--- config.mk ---
export PLATFORM = sky130hd
export DESIGN_NAME = acsi_initiator_flat
export DESIGN_NICKNAME = d
export VERILOG_FILES = /design/src/rtl/acsi_pkg.sv /design/src/rtl/acsi_initiator_if.sv /design/src/rtl/acsi_initiator.sv /design/src/flat_wrapper.sv
export SDC_FILE = /design/constraint.sdc
export NUM_CORES = 1
export LEC_CHECK = 0
export ABC_AREA = 1
export ABC_CLOCK_PERIOD_IN_PS = 6600
export CORE_AREA = 2 2 121 123
export CTS_BUF_LIST = sky130_fd_sc_hd__clkbuf_4 sky130_fd_sc_hd__clkbuf_8
export DETAILED_ROUTE_END_ITERATION = 12
export DIE_AREA = 0 0 123 125
export DONT_BUFFER_PORTS = 1
export HOLD_SLACK_MARGIN = 0.05
export PLACE_DENSITY_LB_ADDON = 0.05
export SYNTH_ARGS = -nofsm -noshare
export SYNTH_HDL_FRONTEND = slang
export SYNTH_SLANG_ARGS = --single-unit
export TNS_END_PERCENT = 5
--- constraint.sdc ---
create_clock -name clk -period 6.6 [get_ports clk]
set_clock_uncertainty 0.2 [all_clocks]
set_input_delay 0.66 -clock clk [delete_from_list [all_inputs] [get_ports clk]]
set_output_delay 0.66 -clock clk [all_outputs]
set_load 0.02 [all_outputs]
--- src/rtl/acsi_pkg.sv ---
// acsi_pkg: FSM states, ICD escape and opcode constants shared by the ACSI initiator and target blocks.
package acsi_pkg;
  typedef enum logic [2:0] {IDLE, SEL_WR, GAP_WR, WAIT_IRQ, SEL_RD, GAP_RD, FIN} state_t;
  localparam logic [4:0] ICD_ESC = 5'h1F;
  localparam logic [7:0] ICD_MIN = 8'h20;
  localparam logic [7:0] OP_TEST_UNIT_READY = 8'h00;
  localparam logic [7:0] OP_REQUEST_SENSE = 8'h03;
  localparam logic [7:0] OP_READ6 = 8'h08;
  localparam logic [7:0] OP_WRITE6 = 8'h0A;
  localparam logic [7:0] OP_INQUIRY = 8'h12;
  localparam logic [7:0] OP_ICD = 8'h1F;
  localparam logic [4:0] LEN_MIN = 5'd6;
  localparam logic [4:0] LEN_MAX = 5'd16;
  function automatic logic [4:0] clamp_len(input logic [4:0] l);
    return l < LEN_MIN ? LEN_MIN : (l > LEN_MAX ? LEN_MAX : l);
  endfunction
  // First bus byte: target id plus opcode, or the escape code when an ICD command follows.
  function automatic logic [7:0] hdr_byte(input logic [2:0] tgt, input logic icd, input logic [4:0] op);
    return {tgt, icd ? ICD_ESC : op};
  endfunction
endpackage

--- src/rtl/acsi_initiator_if.sv ---
// acsi_initiator_if: host command port and ACSI bus signals of the initiator.
interface acsi_initiator_if;
  logic       cmd_wr;
  logic [3:0] cmd_wr_addr;
  logic [7:0] cmd_wr_data;
  logic [2:0] target;
  logic [4:0] cmd_len;
  logic       start;
  logic       busy;
  logic       done;
  logic [7:0] status;
  logic       timeout;
  logic       bus_sel;
  logic       bus_rw;
  logic       bus_a1;
  logic [7:0] bus_dout;
  logic [7:0] bus_din;
  logic       irq;
  modport master (
    input  cmd_wr, cmd_wr_addr, cmd_wr_data, target, cmd_len, start, bus_din, irq,
    output busy, done, status, timeout, bus_sel, bus_rw, bus_a1, bus_dout
  );
  modport slave (
    output cmd_wr, cmd_wr_addr, cmd_wr_data, target, cmd_len, start, bus_din, irq,
    input  busy, done, status, timeout, bus_sel, bus_rw, bus_a1, bus_dout
  );
endinterface

--- src/rtl/acsi_initiator.sv ---
// acsi_initiator: sends a buffered CDB byte by byte over ACSI, waiting for irq after each byte, then reads status.
module acsi_initiator
  import acsi_pkg::*;
#(
  parameter int          SEL_TICKS    = 2,
  parameter logic [23:0] BYTE_TIMEOUT = 24'd1000,
  parameter logic [23:0] CMD_TIMEOUT  = 24'hFFFFFF
) (
  input logic clk,
  input logic reset,
  input logic clk_en,
  acsi_initiator_if.master io
);
  localparam logic [23:0] SEL_CNT = 24'(SEL_TICKS - 1);
  logic [7:0]  r_buf [16];
  state_t      r_state;
  logic [2:0]  r_target;
  logic [4:0]  r_len;
  logic        r_icd;
  logic [4:0]  r_idx;
  logic [23:0] r_cnt;
  logic        r_busy;
  logic        r_done;
  logic [7:0]  r_status;
  logic        r_timeout;
  logic        r_sel;
  logic        r_rw;
  logic        r_a1;
  logic [7:0]  r_dout;
  logic        w_icd0;
  logic        w_last;
  logic [3:0]  w_buf_idx;
  assign w_icd0 = r_buf[0] >= ICD_MIN;
  assign w_last = r_idx == r_len + {4'd0, r_icd} - 5'd1;
  // Buffer slot of the next bus byte: the escape byte shifts the CDB up by one.
  assign w_buf_idx = 4'(r_idx + 5'd1 - {4'd0, r_icd});
  always_ff @(posedge clk)
    if (io.cmd_wr) r_buf[io.cmd_wr_addr] <= io.cmd_wr_data;
  always_ff @(posedge clk) begin
    if (reset) begin
      r_state   <= IDLE;
      r_target  <= '0;
      r_len     <= '0;
      r_icd     <= 1'b0;
      r_idx     <= '0;
      r_cnt     <= '0;
      r_busy    <= 1'b0;
      r_done    <= 1'b0;
      r_status  <= '0;
      r_timeout <= 1'b0;
      r_sel     <= 1'b0;
      r_rw      <= 1'b1;
      r_a1      <= 1'b0;
      r_dout    <= '0;
    end else begin
      r_done <= 1'b0;
      case (r_state)
        IDLE: if (io.start) begin
          r_target  <= io.target;
          r_len     <= clamp_len(io.cmd_len);
          r_icd     <= w_icd0;
          r_idx     <= '0;
          r_timeout <= 1'b0;
          r_busy    <= 1'b1;
          r_sel     <= 1'b1;
          r_rw      <= 1'b0;
          r_a1      <= 1'b0;
          r_dout    <= hdr_byte(io.target, w_icd0, r_buf[0][4:0]);
          r_cnt     <= SEL_CNT;
          r_state   <= SEL_WR;
        end
        SEL_WR: if (clk_en) begin
          if (r_cnt == '0) begin
            r_sel   <= 1'b0;
            r_rw    <= 1'b1;
            r_a1    <= 1'b0;
            r_dout  <= '0;
            r_state <= GAP_WR;
          end else r_cnt <= r_cnt - 24'd1;
        end
        GAP_WR: if (clk_en) begin
          r_cnt   <= w_last ? CMD_TIMEOUT : BYTE_TIMEOUT;
          r_state <= WAIT_IRQ;
        end
        WAIT_IRQ: if (clk_en) begin
          if (io.irq && !w_last) begin
            r_idx   <= r_idx + 5'd1;
            r_sel   <= 1'b1;
            r_rw    <= 1'b0;
            r_a1    <= 1'b1;
            r_dout  <= r_buf[w_buf_idx];
            r_cnt   <= SEL_CNT;
            r_state <= SEL_WR;
          end else if (io.irq) begin
            r_sel   <= 1'b1;
            r_rw    <= 1'b1;
            r_a1    <= 1'b0;
            r_cnt   <= SEL_CNT;
            r_state <= SEL_RD;
          end else if (r_cnt <= 24'd1) begin
            r_cnt     <= '0;
            r_timeout <= 1'b1;
            r_status  <= 8'hFF;
            r_busy    <= 1'b0;
            r_done    <= 1'b1;
            r_state   <= FIN;
          end else r_cnt <= r_cnt - 24'd1;
        end
        SEL_RD: if (clk_en) begin
          if (r_cnt == '0) begin
            r_status <= io.bus_din;
            r_sel    <= 1'b0;
            r_state  <= GAP_RD;
          end else r_cnt <= r_cnt - 24'd1;
        end
        GAP_RD: if (clk_en) begin
          r_busy  <= 1'b0;
          r_done  <= 1'b1;
          r_state <= FIN;
        end
        FIN: r_state <= IDLE;
        default: r_state <= IDLE;
      endcase
    end
  end
  assign io.busy     = r_busy;
  assign io.done     = r_done;
  assign io.status   = r_status;
  assign io.timeout  = r_timeout;
  assign io.bus_sel  = r_sel;
  assign io.bus_rw   = r_rw;
  assign io.bus_a1   = r_a1;
  assign io.bus_dout = r_dout;
endmodule

--- src/flat_wrapper.sv ---
// flat-port wrapper written by rule: the top's interface ports become plain ports
module acsi_initiator_flat import acsi_pkg::*;
#(
  parameter int          SEL_TICKS    = 2,
  parameter logic [23:0] BYTE_TIMEOUT = 24'd1000,
  parameter logic [23:0] CMD_TIMEOUT  = 24'hFFFFFF
)
  (clk, reset, clk_en, io_cmd_wr, io_cmd_wr_addr, io_cmd_wr_data, io_target, io_cmd_len, io_start, io_bus_din, io_irq, io_busy, io_done, io_status, io_timeout, io_bus_sel, io_bus_rw, io_bus_a1, io_bus_dout);
  acsi_initiator_if io_i ();
  input logic clk;
  input logic reset;
  input logic clk_en;
  input wire logic [$bits(io_i.cmd_wr)-1:0] io_cmd_wr;
  input wire logic [$bits(io_i.cmd_wr_addr)-1:0] io_cmd_wr_addr;
  input wire logic [$bits(io_i.cmd_wr_data)-1:0] io_cmd_wr_data;
  input wire logic [$bits(io_i.target)-1:0] io_target;
  input wire logic [$bits(io_i.cmd_len)-1:0] io_cmd_len;
  input wire logic [$bits(io_i.start)-1:0] io_start;
  input wire logic [$bits(io_i.bus_din)-1:0] io_bus_din;
  input wire logic [$bits(io_i.irq)-1:0] io_irq;
  output wire logic [$bits(io_i.busy)-1:0] io_busy;
  output wire logic [$bits(io_i.done)-1:0] io_done;
  output wire logic [$bits(io_i.status)-1:0] io_status;
  output wire logic [$bits(io_i.timeout)-1:0] io_timeout;
  output wire logic [$bits(io_i.bus_sel)-1:0] io_bus_sel;
  output wire logic [$bits(io_i.bus_rw)-1:0] io_bus_rw;
  output wire logic [$bits(io_i.bus_a1)-1:0] io_bus_a1;
  output wire logic [$bits(io_i.bus_dout)-1:0] io_bus_dout;
  assign io_i.cmd_wr = io_cmd_wr;
  assign io_i.cmd_wr_addr = io_cmd_wr_addr;
  assign io_i.cmd_wr_data = io_cmd_wr_data;
  assign io_i.target = io_target;
  assign io_i.cmd_len = io_cmd_len;
  assign io_i.start = io_start;
  assign io_i.bus_din = io_bus_din;
  assign io_i.irq = io_irq;
  assign io_busy = io_i.busy;
  assign io_done = io_i.done;
  assign io_status = io_i.status;
  assign io_timeout = io_i.timeout;
  assign io_bus_sel = io_i.bus_sel;
  assign io_bus_rw = io_i.bus_rw;
  assign io_bus_a1 = io_i.bus_a1;
  assign io_bus_dout = io_i.bus_dout;
  acsi_initiator #(.SEL_TICKS(SEL_TICKS), .BYTE_TIMEOUT(BYTE_TIMEOUT), .CMD_TIMEOUT(CMD_TIMEOUT)) u_core (.clk(clk), .reset(reset), .clk_en(clk_en), .io(io_i));
endmodule
======== Word level (Yosys, flattened, before mapping) ========
Memories as Yosys holds them, arrays and structs flattened.
Index checks and enable logic that the tools add are counted.
word-level totals
  register bits ........................... 60
  RAM bits ................................ 128
  input bits .............................. 34
  output and inout port bits .............. 22
  logic and storage cells ................. 145
  memories kept ........................... 1
memory list
  name          words  bits a word  rd ports  clocked after memory_dff  write ports  RTL line              source
  u_core.r_buf  16     8            2         0                         1            acsi_initiator.sv:15  logic [7:0] r_buf [16];
operators by class
  add/sub/neg operators ................... 5
  order comparisons ....................... 4
  eq/ne operators ......................... 23
  multiplexer cells ....................... 78
  reductions and logical operators ........ 21
operators with widths
  cell                     count
  $mux W24                 9
  $pmux W24 S4             1
  $mux W8                  11
  $mux W3                  11
  $mux W1                  30
  $mux W5                  6
  $reduce_and A6 Y1        5
  $le A24 B1 Y1 const B    1
  $logic_not A24 Y1        1
  $pmux W8 S3              1
  $sub A24 B1 Y24 const B  1
  $ne A2 B2 Y1 const B     9
  $pmux W3 S6              1
  $pmux W8 S2              1
  $reduce_and A7 Y1        2
  $ne A2 B1 Y1 const B     6
  $pmux W1 S3              4
  $pmux W5 S2              1
  $reduce_and A9 Y1        1
  $reduce_bool A3 Y1       3
  $ge A8 B6 Y1 const B     1
  $eq A3 B2 Y1 const B     2
  $eq A3 B3 Y1 const B     2
  $add A5 B1 Y5            1
  18 further kinds         20

======== Depth between registers and ports, before layout ========
Gate-level depths: netlist (run 1).
  word-level depth ........................ 8
  gate-level depth with buffers ........... 17
  mapped depth without buffers ............ 16

======== Worst setup path after synthesis (run 1) ========
OpenSTA, ideal clock, no wires.
  path kind ............................... register to register
  start ................................... register u_core.r_idx[0]
  end ..................................... register u_core.r_dout[0] (netlist: u_core.io.bus_dout[0])
  setup time .............................. 112 ps
  data arrival time ....................... 1,975 ps
  data required time ...................... 6,288 ps
  slack ................................... 4,313 ps
  stages on the path, launching flop included .. 15
  buffers on the path ..................... 1
  clock period less this slack ............ 2,287 ps
  cell sequence ........................... dfxtp_1 > ha_1 > inv_1 > ha_1 > inv_1 > buf_1 > nand3_1 > nand2_1 > nand2_1 > nand2_1 > nand2_1 > nand3_1 > nand2_1 > nor2_1 > nor2_1
on the way
  word-level cells in the longest chain between the ends .. 6
ends and longest elaborated chain
  item                      RTL line              source
  start: declaration        acsi_initiator.sv:20  logic [4:0] r_idx;
  start signal: assignment  acsi_initiator.sv:87  r_idx <= r_idx + 5'd1;
  $add A5 B1 Y5             acsi_initiator.sv:36  assign w_buf_idx = 4'(r_idx + 5'd1 - {4'd0, r_icd});
  $sub A4 B1 Y4             acsi_initiator.sv:36
  $mem_v2 Z16 W8            --
  $mux W8                   acsi_initiator.sv:86  if (io.irq && !w_last) begin
  $mux W8                   acsi_initiator.sv:85  WAIT_IRQ: if (clk_en) begin
  $pmux W8 S3               acsi_initiator.sv:57  case (r_state)
  end signal: assignment    acsi_initiator.sv:68  r_dout <= hdr_byte(io.target, w_icd0, r_buf[0][4:0]);
  end signal: assignment    acsi_initiator.sv:91  r_dout <= r_buf[w_buf_idx];
  end: declaration          acsi_initiator.sv:29  logic [7:0] r_dout;
Several ways; a longest one is shown, not always the timed one. The select of a mux whose other input is x is not followed.
A chain may end at the register's enable or synchronous reset.

======== Worst setup path after layout (run 1) ========
  start ................................... register u_core.r_idx[0]
  end ..................................... register u_core.r_dout[2] (netlist: u_core.io.bus_dout[2])
Same word-level chain as after synthesis.

==> results of run 1 <==
## worst max-delay path by stage
stage	endpoint	slack (ns)
2_1_floorplan	u_core.io.bus_dout[0]	4.31
3_3_place_gp	u_core.io.bus_dout[5]	3.42
3_5_place_dp	u_core.io.bus_dout[5]	3.40
4_1_cts	u_core.io.bus_dout[5]	3.38
5_1_grt	u_core.io.bus_dout[0]	3.07
6_report	u_core.io.bus_dout[2]	3.38
## cells in the mapped netlist
cell         n
a211oi_1     2
nor2_1     131
inv_2        7
edfxtp_1   128
nand2_2      1
nand3_2      1
nand3b_1     2
nand3_1    101
nand2_1    459
dfxtp_1     60
nor3_1       3
nor2_4       1
ha_1         7
xor2_1      12
clkbuf_1    24
o2111ai_2    1
o21ai_1      1
a21oi_1     39
nor3b_2      1
inv_1       66
buf_4        4
xor2_2       2
o21bai_1     1
a31o_2       1
nor2_2       3
a21oi_2      1
xnor2_1      9
nor4_1       1
a22oi_1      1
o21ai_0     19
buf_2        7
buf_1        5
nand4_1      8
## where the power goes
| group | internal, uW | switching (uW) |
|---|---|---|
| Sequential | 1370 | 144 |
| Clock | 274 | 434 |
| Combinational | 537 | 1070 |
## what timing repair did
action,CTS,global route
endpoints found under the hold margin,40,20
hold buffers,2,8
gates resized for setup,0,0
## cell type report
| cell class | instances | area [um2] |
|---|---|---|
| clock buffer | 17 | 234 |
| clock inverter | 14 | 125 |
| fill | 1231 | 4640 |
| inverter | 73 | 274 |
| multi-input combinational | 808 | 3530 |
| sequential | 188 | 5040 |
| tap | 184 | 230 |
| timing repair buffer | 12 | 125 |
## layout by cell type (no fill, tap or decap), types with 3 or more instances in the layout
cell           instances
clkinvlp_4             3
o21ai_0               19
nor2_2                 3
a21oi_1               39
xor2_1                12
nand3_1              101
nor2_1               131
nand2_1              459
ha_1                   6
nor3_1                 3
inv_8                  6
clkbuf_8              17
edfxtp_1             128
dfxtp_1               60
dlygate4sd3_1          9
xnor2_1                9
nand4_1                8
inv_2                  7
inv_1                 66
## registers in the layout, indices dropped and copies added (netlist names)
name	count
u_core.r_icd	1
u_core.r_len	5
u_core.io.bus_sel	1
u_core.io.bus_a1	1
u_core.io.bus_dout	8
u_core.io.bus_rw	1
u_core.io.timeout	1
u_core.r_buf	128
u_core.r_state	3
u_core.r_cnt	24
u_core.io.status	8
u_core.io.done	1
u_core.r_idx	5
u_core.io.busy	1
## kinds of logic (layout without fill, tap and decap cells)
family | Yosys count | count (layout) | share of synthesized area (%)
flops | 188 | 188 | 55.9
xor+xnor | 23 | 23 | 2.40
simple gates | 712 | 712 | 31.8
buf+inv | 113 | 116 | 4.97
fa+ha+maj | 7 | 7 | 0.971
compound gates | 66 | 66 | 3.97
## through the flow
stage               std cells  area, um2
finish                   1296       9560
global route             1296       9560
CTS                      1288       9480
detailed placement       1255       9090
global placement         1255       9090
floorplan                1109       9020
## worst max-delay path: cells and delay by family (launching register included)
family,cells,cell delay [ns]
buf+inv,3,1.12
simple gates,9,0.83
fa+ha+maj,2,0.60
flops,1,0.37
## per-layer routing
layer  GRT usage, %  part of all wire, %  vias to the layer above
met5              0                    0                        -
met2           43.6                   48                      239
met4           8.56                  2.4                        0
li1               -                    -                     3555
met3           5.70                  6.7                       39
met1           35.4                   43                     3152
==> results.toml, run 1 <==
[clock_tree]
cts_max_path_buffers = 2
path_clk_slew_ns = 0.11
numClockSinks = 188
setup_fix_buffers_added_after_clock_tree_synthesis = 0
insertion_delay_ns = 0.48
ctsRootBufferMaster = "clkbuf_8"
tritoncts = "yes"
cts_buffers = 17
htree_levels = 4

[min_path]
min_delay_path_depth = 0
min_to = "u_core.r_buf[12][2]"
worst_hold_startpoint = "io_cmd_wr_data[2]"
hold_path_class = "input port to flop"

[floorplan]
die-area_mm2 = 0.0154
die-width_um = 123
die_y_um = 125
fp-row-count = 44
initial_utilization_pct = 63.5
design.core.area_mm2 = 0.0142
io-pin-count = 56

[timing]
worst-slew-pin-transition_ns = 1.12
final_max_slew_viol_count = 0
final-setup-viol-count = 0
finalCritPeriodShare_pct = 48.8
grt_setup_unrepaired = "false"
fin_hold_ws_ns = 0.0718
final_hold_viol_count = 0
slew_headroom_pct = 25.2
maxClockFrequency_ghz = 0.311
layout_setup_ws_ns = 3.38
period_minus_slack_ns = 3.22
setup_total_negative_slack_ns = 0

[grt]
grt_pass1_vias = 6402
initial_antenna_violation_count = 0
groute.usage.overall_pct = 26.6
wire_length_of_the_first_global_routing_pass_um = 31500
grt_overflow_total = 0
grt_max_degree = 67

[drt]
remaining_drc_errors = 0
initialDrtViolationCount = 720
vias_per_cell = 5.39
dr_total_vias = 6985
detail-route-antenna-nets = 0
routedWlPerCell_um = 15.3
drt_pass1_iterations = 6
wirelength_um = 19800

[worst_setup_path]
crit_path_cell_trace = "ha_1, inv_1, ha_1, buf_4, inv_1, nand3_1, nand2_1, nand2_1, nand2_1, nand2_1, nand3_1, nand2_1, nor2_1, nor2_1"
timing.critical_path.from_type = "flop"
timing.critical_path.fanout_max = 33
critical_path_arrival_ns = 3.39
crit_slowest_cell = "inv_1"
criticalPathCategory = "flop to flop"
worst_r2r_endpoint = "u_core.io.bus_dout[2]"
worst_ep_required_time_ns = 6.78
r2r_slack_ns = 3.38
cpMostUsedCell = "nand2_1"
reg2regPathDepth = 14
regToRegStartpoint = "u_core.r_idx[0]"
element_type_at_the_critical_path_end = "flop"
worst_path_largest_cell_delay_ns = 0.81
crit_start = "u_core.r_idx[0]"

[yosys]
synth.yosys.seq_area_share_pct = 55.9
synth_largest_type_area_fraction_pct = 42.6
number_of_synthesized_register_bits = 188
synthesis.instances = 1109
synth_area_leaders = "edfxtp_1, nand2_1, dfxtp_1"
synth.yosys.warnings = 0
syn_nets = 1150
synth_largest_area_cell = "edfxtp_1"
avgSynthCellArea_um2 = 8.13
synthDistinctLibCells = 33
synth.cell_area_mm2 = 0.00902

[final_layout]
final_nets = 1141
utilization_pct = 67.3
layout-area-overhead-vs-synth_pct = 6.02
final_layout_size_suffix_gt1_share_pct = 4.77
ant_diodes = 0

[flow_run]
max_cap_violations = 0

[placed_design]
pre_cts_slack_ns = 3.40
globalplace.congestion = 0.911
io_buffer_count = 0
dpl.hpwl_um = 12800

[power]
cellPowerDensity_mw_per_mm2 = 400
total_power_uw = 3830
ir_worst_vdd_v = 0.000210
leakage_uw = 0.00405

[outcome]
status = "complete, no violations"
Note: power is estimated with default switching activity, not from simulation.
==> run 2, diff against run 1 <==
ABC_CLOCK_PERIOD_IN_PS = 2870   (was 6600)
CORE_AREA = 2 2 126 128   (was 2 2 121 123)
DIE_AREA = 0 0 128 130   (was 0 0 123 125)
clock period = 2.87 ns   (was 6.6 ns; I/O delays follow)
==> run 2 against run 1 <==
Effect of this change:
- global-route usage decreased by 0.61 points
- die area increased by 8.2%
- first-iteration DRC count is 18% lower
- via count increased by 1.8%
- sequential power grew 130%
- final cell count increased by 3.9%
- sequential share of layout area is 2.3 points lower
- highest routed layer unchanged
- fmax up 20%
- design area is 4.6% higher
- count of clock-buffer cells in the layout is the same
==> results.toml, run 2 (synthesis results as in run 1) <==
[outcome]
status = "complete, no violations"

[grt]
grt_max_degree = 57
grt_overflow_total = 0
grt_pass1_vias = 6652
initial_antenna_violation_count = 1
wire_length_of_the_first_global_routing_pass_um = 33200
groute.usage.overall_pct = 26.0

[timing]
grt_setup_unrepaired = "false"
slew_headroom_pct = 40.4
setup_total_negative_slack_ns = 0
worst-slew-pin-transition_ns = 0.891
maxClockFrequency_ghz = 0.372
final_max_slew_viol_count = 0
layout_setup_ws_ns = 0.184
final_hold_viol_count = 0
final-setup-viol-count = 0
period_minus_slack_ns = 2.69
fin_hold_ws_ns = 0.0714
finalCritPeriodShare_pct = 93.6

[floorplan]
die-area_mm2 = 0.0166
io-pin-count = 56
design.core.area_mm2 = 0.0154
die_y_um = 130
fp-row-count = 46
initial_utilization_pct = 58.5
die-width_um = 128

[drt]
detail-route-antenna-nets = 0
remaining_drc_errors = 0
drt_pass1_iterations = 5
wirelength_um = 20900
initialDrtViolationCount = 587
routedWlPerCell_um = 15.5
vias_per_cell = 5.28
dr_total_vias = 7109

[clock_tree]
ctsRootBufferMaster = "clkbuf_8"
htree_levels = 4
tritoncts = "yes"
cts_resized = 0
cts_max_path_buffers = 2
numClockSinks = 188
cts_buffers = 17
insertion_delay_ns = 0.47
path_clk_slew_ns = 0.10

[final_layout]
largestRegisters = "u_core.r_buf x128, u_core.r_cnt x24"
largest_register_ff_count = 128
layout_commonest_cell = "nand2_1"
layout-area-overhead-vs-synth_pct = 10.8
final_std_cell_area_no_fill_mm2 = 0.0100
mostFrequentLayoutCells = "nand2_1, nor2_1, edfxtp_1"
utilization_pct = 64.8
final_layout_size_suffix_gt1_share_pct = 5.98
largest_register = "u_core.r_buf"
final_nets = 1181

[flow_run]
max_cap_violations = 0

[placed_design]
globalplace.congestion = 0.891
io_buffer_count = 0
detailed_place.area_mm2 = 0.00923
dpl.hpwl_um = 13300
pre_cts_slack_ns = 0.433

[worst_setup_path]
criticalPathCategory = "flop to flop"
timing.critical_path.from_type = "flop"
element_type_at_the_critical_path_end = "flop"
critical_path_arrival_ns = 2.84
timing.critical_path.fanout_max = 3
worst_ep_required_time_ns = 3.03

[power]
ir_worst_vdd_v = 0.000408
cellPowerDensity_mw_per_mm2 = 916
leakage_uw = 0.00424

[min_path]
hold_path_class = "input port to flop"
## run 2: changes by cell type in the layout (fill, tap and decap cells not counted), moves of 2 or more
| cell | before | now |
|---|---|---|
| buf_12 | 1 | 3 |
| buf_4 | 2 | 15 |
| inv_6 | 2 | 4 |
| bufinv_16 | 0 | 2 |
| clkinv_2 | 1 | 3 |
| dlygate4sd3_1 | 9 | 34 |
| inv_8 | 6 | 2 |
## run 2: power by group
group | total [uW] | internal (uW) | switching (uW)
clock | 1780 | 789 | 986
combinational | 3900 | 1380 | 2530
sequential | 3480 | 3140 | 333
total | 9160 | 5310 | 3840
## run 2: metrics by stage
stage / total power (uW) / std cells
floorplan: 6500 / 1109
global placement: 7280 / 1276
detailed placement: 7300 / 1276
CTS: 9160 / 1343
global route: 9900 / 1346
finish: 9160 / 1346
## run 2: path summary, 6_finish.rpt
path / start / slack, ns / endpoint / depth (start not counted)
min reg2reg: u_core.r_len[1] / 0.28 / u_core.r_len[1] / 2
min: io_irq / 0.07 / u_core.r_state[0] / 6
max: u_core.r_icd / 0.18 / u_core.r_idx[4] / 13
max reg2reg: u_core.r_icd / 0.18 / u_core.r_idx[4] / 13
## run 2: metal layers
layer	track usage [%]	wire [um]
met1	33.4	9210
met5	0	0
met4	8.73	321
met3	5.21	1150
met2	44.4	10200
## run 2: cell type report
cell class | count | area [um2]
Multi-Input combinational cell | 808 | 3530
Sequential cell | 188 | 5040
Inverter | 73 | 274
Antenna cell | 1 | 2.50
Fill cell | 1325 | 5430
Tap cell | 192 | 240
Timing Repair Buffer | 52 | 513
Clock inverter | 15 | 160
Clock buffer | 17 | 234
## run 2: timing repair
item,4_1_cts,5_1_grt
endpoints found under the hold margin,180,0
buffers inserted,0,2
hold buffers,35,0
endpoints found under the setup margin,0,1
## run 2: worst max-delay path: stages, from the launching register on
cell,delay [ns]
dfxtp_1,0.35
inv_1,0.06
ha_1,0.21
ha_1,0.30
xnor2_1,0.12
nor2_1,0.11
nand2_1,0.06
nor2_1,0.18
nand2_1,0.11
nand2_1,0.07
nand2_1,0.09
nand4_1,0.09
a21oi_1,0.07
dlygate4sd3_1,0.56
